==> config.mk <==
export PLATFORM = sky130hd
export DESIGN_NAME = aggr_scheduler_flat
export DESIGN_NICKNAME = d
export VERILOG_FILES = /design/src/rtl/aggr_scheduler_if.sv /design/src/rtl/aggr_scheduler.sv /design/src/flat_wrapper.sv
export SDC_FILE = /design/constraint.sdc
export NUM_CORES = 1
export LEC_CHECK = 0
export ABC_AREA = 1
export CORE_MARGIN = 4
export CORE_UTILIZATION = 29
export CTS_CLUSTER_SIZE = 12
export DETAILED_ROUTE_END_ITERATION = 8
export PLACE_DENSITY_LB_ADDON = 0.3
export SYNTH_ARGS = -nofsm -noshare
export SYNTH_HDL_FRONTEND = slang
export SYNTH_SLANG_ARGS = --single-unit
==> constraint.sdc <==
create_clock -name clk -period 5 [get_ports clk]
set_input_delay 1 -clock clk [delete_from_list [all_inputs] [get_ports clk]]
set_output_delay 1 -clock clk [all_outputs]
set_load 0.005 [all_outputs]
==> src/rtl/aggr_scheduler_if.sv <==
// Scheduler-side bundle: run control, WH BRAM read port, alpha FIFO pop, datapath strobes and status.
// Widths follow the scheduler parameters so both ends agree on every field.
interface aggr_scheduler_if #(
    parameter int NUM_NODE_WIDTH = 8,
    parameter int WH_ADDR_W      = 7,
    parameter int SG_CNT_W       = 12
);
    logic                      start_i;
    logic [SG_CNT_W-1:0]       num_sg_i;
    logic [WH_ADDR_W-1:0]      wh_bram_addrb;
    logic [NUM_NODE_WIDTH-1:0] wh_num_node_i;
    logic                      wh_src_flag_i;
    logic                      alpha_ff_empty;
    logic                      alpha_ff_rd_vld;
    logic                      acc_vld_o;
    logic                      acc_first_o;
    logic                      acc_last_o;
    logic                      res_vld_i;
    logic                      feat_rdy_i;
    logic [SG_CNT_W-1:0]       sg_idx_o;
    logic                      busy_o;
    logic                      done_o;
    logic                      err_o;

    modport master (
        input  start_i, num_sg_i, wh_num_node_i, wh_src_flag_i,
               alpha_ff_empty, res_vld_i, feat_rdy_i,
        output wh_bram_addrb, alpha_ff_rd_vld, acc_vld_o, acc_first_o,
               acc_last_o, sg_idx_o, busy_o, done_o, err_o
    );

    modport slave (
        output start_i, num_sg_i, wh_num_node_i, wh_src_flag_i,
               alpha_ff_empty, res_vld_i, feat_rdy_i,
        input  wh_bram_addrb, alpha_ff_rd_vld, acc_vld_o, acc_first_o,
               acc_last_o, sg_idx_o, busy_o, done_o, err_o
    );
endinterface

==> src/rtl/aggr_scheduler.sv <==
// Walks the WH ring one subgraph at a time: header read/check, node streaming, result commit.
// Operand strobes lag the FIFO pop by 1 cycle; an empty FIFO or a low feat_rdy_i simply stalls.
module aggr_scheduler #(
    parameter int NUM_NODE_WIDTH = 8,
    parameter int WH_ADDR_W      = 7,
    parameter int SG_CNT_W       = 12
) (
    input  logic              clk,
    input  logic              rst,
    aggr_scheduler_if.master  bus
);
    typedef enum logic [2:0] {
        IDLE,
        HDR_RD,
        HDR_CHK,
        STREAM,
        WAIT_RES,
        DONE
    } state_t;

    state_t                    state_q;
    logic [WH_ADDR_W-1:0]      addr_q;
    logic [WH_ADDR_W-1:0]      addr_d;
    logic [NUM_NODE_WIDTH-1:0] num_node_q;
    logic [NUM_NODE_WIDTH-1:0] node_cnt_q;
    logic [NUM_NODE_WIDTH-1:0] node_cnt_d;
    logic [SG_CNT_W-1:0]       num_sg_q;
    logic [SG_CNT_W-1:0]       sg_idx_q;
    logic [SG_CNT_W-1:0]       sg_idx_d;
    logic                      acc_vld_q;
    logic                      acc_first_q;
    logic                      acc_last_q;
    logic                      done_q;
    logic                      err_q;

    logic                      pop;
    logic                      last_node;
    logic                      last_sg;
    logic                      commit;
    logic                      hdr_ok;

    // The ring address wraps naturally at 2**WH_ADDR_W.
    assign addr_d     = addr_q + WH_ADDR_W'(1);
    assign node_cnt_d = node_cnt_q + NUM_NODE_WIDTH'(1);
    assign sg_idx_d   = sg_idx_q + SG_CNT_W'(1);

    // No pop may escape in the cycle a reset is being applied.
    assign pop       = !rst && (state_q == STREAM) && !bus.alpha_ff_empty;
    assign last_node = (node_cnt_q == num_node_q - NUM_NODE_WIDTH'(1));
    assign last_sg   = (sg_idx_q == num_sg_q - SG_CNT_W'(1));
    assign commit    = bus.res_vld_i && bus.feat_rdy_i;
    assign hdr_ok    = bus.wh_src_flag_i && (bus.wh_num_node_i != '0);

    always_ff @(posedge clk) begin
        if (rst) begin
            state_q     <= IDLE;
            addr_q      <= '0;
            num_node_q  <= '0;
            node_cnt_q  <= '0;
            num_sg_q    <= '0;
            sg_idx_q    <= '0;
            acc_vld_q   <= 1'b0;
            acc_first_q <= 1'b0;
            acc_last_q  <= 1'b0;
            done_q      <= 1'b0;
            err_q       <= 1'b0;
        end else begin
            acc_vld_q   <= 1'b0;
            acc_first_q <= 1'b0;
            acc_last_q  <= 1'b0;
            done_q      <= 1'b0;

            case (state_q)
                IDLE: begin
                    if (bus.start_i) begin
                        if (bus.num_sg_i != '0) begin
                            num_sg_q <= bus.num_sg_i;
                            sg_idx_q <= '0;
                            err_q    <= 1'b0;
                            state_q  <= HDR_RD;
                        end else begin
                            done_q   <= 1'b1;
                        end
                    end
                end

                HDR_RD: begin
                    state_q <= HDR_CHK;
                end

                HDR_CHK: begin
                    if (hdr_ok) begin
                        num_node_q <= bus.wh_num_node_i;
                        node_cnt_q <= '0;
                        state_q    <= STREAM;
                    end else begin
                        err_q      <= 1'b1;
                        state_q    <= IDLE;
                    end
                end

                // The header word doubles as node 0, so streaming starts at the header address.
                STREAM: begin
                    if (pop) begin
                        addr_q      <= addr_d;
                        node_cnt_q  <= node_cnt_d;
                        acc_vld_q   <= 1'b1;
                        acc_first_q <= (node_cnt_q == '0);
                        acc_last_q  <= last_node;
                        if (last_node) begin
                            state_q <= WAIT_RES;
                        end
                    end
                end

                WAIT_RES: begin
                    if (commit) begin
                        if (last_sg) begin
                            done_q   <= 1'b1;
                            state_q  <= DONE;
                        end else begin
                            sg_idx_q <= sg_idx_d;
                            state_q  <= HDR_RD;
                        end
                    end
                end

                DONE: begin
                    state_q <= IDLE;
                end

                default: begin
                    state_q <= IDLE;
                end
            endcase
        end
    end

    assign bus.wh_bram_addrb   = addr_q;
    assign bus.alpha_ff_rd_vld = pop;
    assign bus.acc_vld_o       = acc_vld_q;
    assign bus.acc_first_o     = acc_first_q;
    assign bus.acc_last_o      = acc_last_q;
    assign bus.sg_idx_o        = sg_idx_q;
    assign bus.busy_o          = (state_q != IDLE);
    assign bus.done_o          = done_q;
    assign bus.err_o           = err_q;
endmodule

==> src/flat_wrapper.sv <==
// flat-port wrapper written by rule: the top's interface ports become plain ports
module aggr_scheduler_flat 
#(
    parameter int NUM_NODE_WIDTH = 8,
    parameter int WH_ADDR_W      = 7,
    parameter int SG_CNT_W       = 12
)
  (clk, rst, bus_start_i, bus_num_sg_i, bus_wh_num_node_i, bus_wh_src_flag_i, bus_alpha_ff_empty, bus_res_vld_i, bus_feat_rdy_i, bus_wh_bram_addrb, bus_alpha_ff_rd_vld, bus_acc_vld_o, bus_acc_first_o, bus_acc_last_o, bus_sg_idx_o, bus_busy_o, bus_done_o, bus_err_o);
  aggr_scheduler_if #(.NUM_NODE_WIDTH(NUM_NODE_WIDTH), .WH_ADDR_W(WH_ADDR_W), .SG_CNT_W(SG_CNT_W)) bus_i ();
  input  logic clk;
  input  logic rst;
  input wire logic [$bits(bus_i.start_i)-1:0] bus_start_i;
  input wire logic [$bits(bus_i.num_sg_i)-1:0] bus_num_sg_i;
  input wire logic [$bits(bus_i.wh_num_node_i)-1:0] bus_wh_num_node_i;
  input wire logic [$bits(bus_i.wh_src_flag_i)-1:0] bus_wh_src_flag_i;
  input wire logic [$bits(bus_i.alpha_ff_empty)-1:0] bus_alpha_ff_empty;
  input wire logic [$bits(bus_i.res_vld_i)-1:0] bus_res_vld_i;
  input wire logic [$bits(bus_i.feat_rdy_i)-1:0] bus_feat_rdy_i;
  output wire logic [$bits(bus_i.wh_bram_addrb)-1:0] bus_wh_bram_addrb;
  output wire logic [$bits(bus_i.alpha_ff_rd_vld)-1:0] bus_alpha_ff_rd_vld;
  output wire logic [$bits(bus_i.acc_vld_o)-1:0] bus_acc_vld_o;
  output wire logic [$bits(bus_i.acc_first_o)-1:0] bus_acc_first_o;
  output wire logic [$bits(bus_i.acc_last_o)-1:0] bus_acc_last_o;
  output wire logic [$bits(bus_i.sg_idx_o)-1:0] bus_sg_idx_o;
  output wire logic [$bits(bus_i.busy_o)-1:0] bus_busy_o;
  output wire logic [$bits(bus_i.done_o)-1:0] bus_done_o;
  output wire logic [$bits(bus_i.err_o)-1:0] bus_err_o;
  assign bus_i.start_i = bus_start_i;
  assign bus_i.num_sg_i = bus_num_sg_i;
  assign bus_i.wh_num_node_i = bus_wh_num_node_i;
  assign bus_i.wh_src_flag_i = bus_wh_src_flag_i;
  assign bus_i.alpha_ff_empty = bus_alpha_ff_empty;
  assign bus_i.res_vld_i = bus_res_vld_i;
  assign bus_i.feat_rdy_i = bus_feat_rdy_i;
  assign bus_wh_bram_addrb = bus_i.wh_bram_addrb;
  assign bus_alpha_ff_rd_vld = bus_i.alpha_ff_rd_vld;
  assign bus_acc_vld_o = bus_i.acc_vld_o;
  assign bus_acc_first_o = bus_i.acc_first_o;
  assign bus_acc_last_o = bus_i.acc_last_o;
  assign bus_sg_idx_o = bus_i.sg_idx_o;
  assign bus_busy_o = bus_i.busy_o;
  assign bus_done_o = bus_i.done_o;
  assign bus_err_o = bus_i.err_o;
  aggr_scheduler #(.NUM_NODE_WIDTH(NUM_NODE_WIDTH), .WH_ADDR_W(WH_ADDR_W), .SG_CNT_W(SG_CNT_W)) u_core (.clk(clk), .rst(rst), .bus(bus_i));
endmodule
==> qor.csv <==
metric,value,unit
netlist_instances,521,
place.port_buffers,52,
proportion_of_layout_cells_with_a_drive_suffix_above_1,0.0654,
tritoncts,done,
placed_area,0.00395,sq mm
final.setup.tns,0,ps
ys_warns,0,
power_frac_seq,0.339,
synth_top_area_frac,0.331,
grt_overflow,0,
path_cells,"clkdlybuf4s50_1, inv_1, nand2_1, inv_1, clkdlybuf4s50_1",
die_h,115,microns
power.net_switching,0.758,mW
routed_via_density,4.67,
die-area,0.0132,sq mm
drc,0,
initial_core_util,0.301,
power.share.switching,0.438,
floorplan.die.width,115,microns
groute.usage.overall,0.132,
setup_repair_after_global_routing_missed_its_margin,no,
clock_power_share,0.201,
design.core.area,0.0110,sq mm
setup_viol_count_final,0,
crit_fanout,16,
final.min_clock_period,3620,ps
routability_congestion_estimate_from_global_placement,0.909,
clock_sink_count,55,
clock_insertion_delay_at_the_later_pin_of_the_skew_report,290,ps
clock_path_buffers,2,
holdCritPathClass,reg2reg,
grt_pass1_vias,3083,
cts.clk_slew.worst_paths,70,ps
cts_buffers,5,
post_synth_num_cell_types,30,
route.antenna.remaining_nets,0,
status,"finished, final reports clean",
slew_headroom,0.548,
cts.htree.levels,2,
boundaryPins,53,
cts_root_buf,sky130_fd_sc_hd__clkbuf_16,
grt_max_degree,35,
post_synth.cell_area_avg,6.38,sq um
final-hold-violation-count,0,
post_syn_area,0.00333,sq mm
path_buf_inv,4,
routed-via-count,3299,
detail_placement_hpwl,6.56,mm
ys_seq_elements,55,
timing.setup.critical_path_class,in2out,
timing.final.crit_share,0.724,
fin_worst_skew,6.11,ps
maxCapViolCount,0,
cells_resized_by_post_cts_repair,0,
initial_antenna_violation_count,0,
route.detailed.wl_per_inst,12.3,microns
cellLeakagePower,1.67,nW
detail_route.iter0.violations,142,
end_kind,output port,
synth.largest_area_cell,sky130_fd_sc_hd__dfxtp_1,
grt_pass1_wl,14.2,mm
crit_required,4000,ps
area_growth_syn_to_layout,23.1,%
cp_top_family,buffers and inverters,
postRouteWirelength,8.69,mm
max_stage_delay,510,ps
startpoint_type,input port,
placement_rows,38,
post_synth_main_area_contributors,"sky130_fd_sc_hd__dfxtp_1, sky130_fd_sc_hd__nand2_1, sky130_fd_sc_hd__nor2_1, sky130_fd_sc_hd__nand3_1, sky130_fd_sc_hd__inv_1",
critical_path.slowest_cell,sky130_fd_sc_hd__clkdlybuf4s50_1,
worst-slew-pin-transition,677,ps
post_cts_hold_buffer_count,0,
postCtsSetupRepairBufs,0,
internal-power,0.973,mW
fmax,276,MHz
power.density_cell_area,423,mW/mm^2
syn-num-nets,554,
post-route-cell-area,0.00410,sq mm
share_of_power_burned_in_combinational_logic,0.460,
vdd.ir_drop.worst,0.000184,V
worst-endpoint-arrival,2620,ps
insertedDiodeCount,0,
timing_max_transition_violations_final,0,
nNetsFinal,598,
seq_area_frac_synth,0.331,
detailedRoute.firstPassIterationCount,4,
==> metrics by stage <==
| stage | utilization | power, mW | hold WS [ps] | std cells | worst slack, ps |
|---|---|---|---|---|---|
| floorplan | - | 1.21 | 437 | 521 | 2450 |
| global route | 0.371 | 1.90 | 475 | 706 | 1230 |
| global placement | 0.358 | 1.37 | 453 | 698 | 1370 |
| detailed placement | 0.358 | 1.39 | 459 | 698 | 1330 |
| finish | 0.371 | 1.73 | 468 | 706 | 1380 |
| CTS | 0.371 | 1.75 | 469 | 706 | 1330 |
==> cells by family after synthesis <==
logic type	Yosys count	share of synthesized area
flops	55	0.331
simple gates	289	0.375
compound gates	66	0.111
xor+xnor	25	0.0658
buf+inv	80	0.0948
fa+ha+maj	6	0.0226
==> path summary, 6_finish.rpt <==
check | slack (ps) | cells after the start | end | from
worst min-delay path | 470 | 2 | u_core.bus.err_o | u_core.bus.err_o
worst max-delay path | 1380 | 5 | bus_alpha_ff_rd_vld | rst
worst min register to register | 470 | 2 | u_core.bus.err_o | u_core.bus.err_o
worst max register to register | 2570 | 10 | u_core.num_sg_q[3] | u_core.state_q[2]
==> cells in the mapped netlist <==
library cell / number
sky130_fd_sc_hd__a211oi_1: 1
sky130_fd_sc_hd__a21oi_1: 34
sky130_fd_sc_hd__a21oi_2: 8
sky130_fd_sc_hd__a31oi_1: 1
sky130_fd_sc_hd__and3_1: 1
sky130_fd_sc_hd__buf_2: 6
sky130_fd_sc_hd__buf_6: 1
sky130_fd_sc_hd__clkbuf_1: 9
sky130_fd_sc_hd__dfxtp_1: 55
sky130_fd_sc_hd__ha_1: 6
sky130_fd_sc_hd__inv_1: 55
sky130_fd_sc_hd__inv_2: 9
sky130_fd_sc_hd__nand2_1: 135
sky130_fd_sc_hd__nand2_2: 3
sky130_fd_sc_hd__nand3_1: 47
sky130_fd_sc_hd__nand3_2: 2
sky130_fd_sc_hd__nand3b_1: 1
sky130_fd_sc_hd__nand4_1: 5
sky130_fd_sc_hd__nor2_1: 68
sky130_fd_sc_hd__nor2_2: 5
sky130_fd_sc_hd__nor2_4: 1
sky130_fd_sc_hd__nor3_1: 11
sky130_fd_sc_hd__nor3b_1: 4
sky130_fd_sc_hd__nor4_1: 5
sky130_fd_sc_hd__o21ai_0: 18
sky130_fd_sc_hd__o21ai_1: 2
sky130_fd_sc_hd__o21bai_1: 2
sky130_fd_sc_hd__or2_2: 1
sky130_fd_sc_hd__xnor2_1: 6
sky130_fd_sc_hd__xor2_1: 19
==> layout make-up <==
class | count | area [sq um]
fill | 1189 | 6940
multi-input combinational | 386 | 1910
sequential | 55 | 1100
timing repair buffer | 53 | 528
inverter | 64 | 240
tap | 140 | 175
clock buffer | 6 | 129
clock inverter | 2 | 12.5
==> power by group through the flow <==
stage                     sequential [mW]  clock, mW  combinational (mW)
final                               0.587      0.348               0.796
after global routing                0.599      0.377               0.919
after CTS                           0.588      0.363               0.797
after detailed placement            0.598          0               0.793
after global placement              0.595          0               0.779
after floorplan                     0.571          0               0.642
==> cell usage in the layout, fill, tap and decap left out, types with 2 or more instances in the layout <==
cell / Yosys / routed
sky130_fd_sc_hd__nor2_2: 5 / 5
sky130_fd_sc_hd__a21oi_2: 8 / 8
sky130_fd_sc_hd__clkdlybuf4s50_1: 0 / 52
sky130_fd_sc_hd__a21oi_1: 34 / 34
sky130_fd_sc_hd__nand4_1: 5 / 5
sky130_fd_sc_hd__nand2_1: 135 / 135
sky130_fd_sc_hd__o21ai_0: 18 / 18
sky130_fd_sc_hd__nor4_1: 5 / 5
sky130_fd_sc_hd__dfxtp_1: 55 / 55
sky130_fd_sc_hd__xnor2_1: 6 / 6
sky130_fd_sc_hd__xor2_1: 19 / 19
sky130_fd_sc_hd__clkbuf_16: 0 / 5
sky130_fd_sc_hd__inv_2: 9 / 9
sky130_fd_sc_hd__nor3_1: 11 / 11
sky130_fd_sc_hd__inv_1: 55 / 55
sky130_fd_sc_hd__ha_1: 6 / 6
sky130_fd_sc_hd__nor2_1: 68 / 68
sky130_fd_sc_hd__nand3_2: 2 / 2
sky130_fd_sc_hd__nor3b_1: 4 / 4
sky130_fd_sc_hd__o21ai_1: 2 / 2
sky130_fd_sc_hd__nand2_2: 3 / 3
sky130_fd_sc_hd__nand3_1: 47 / 47
sky130_fd_sc_hd__o21bai_1: 2 / 2
==> worst min-delay path, stage by stage, from the launching register on <==
cell                      delay [ps]
sky130_fd_sc_hd__dfxtp_1         310
sky130_fd_sc_hd__nand2_1          60
sky130_fd_sc_hd__a21oi_1          50
==> registers in the layout, indices dropped and copies added, names as in the netlist <==
name,flops
u_core.bus.acc_vld_o,1
u_core.node_cnt_q,8
u_core.bus.wh_bram_addrb,7
u_core.bus.acc_last_o,1
u_core.bus.err_o,1
u_core.bus.done_o,1
u_core.state_q,3
u_core.bus.sg_idx_o,12
u_core.bus.acc_first_o,1
u_core.num_node_q,8
u_core.num_sg_q,12
==> routing by layer <==
metal | track usage | share of wire | vias to the layer above
li1 | - | - | 1744
met1 | 0.165 | 0.46 | 1478
met2 | 0.232 | 0.49 | 70
met3 | 0.0216 | 0.040 | 7
met4 | 0.0399 | 0.013 | 0
met5 | 0 | 0 | -
(Power assumes the default switching activity.)
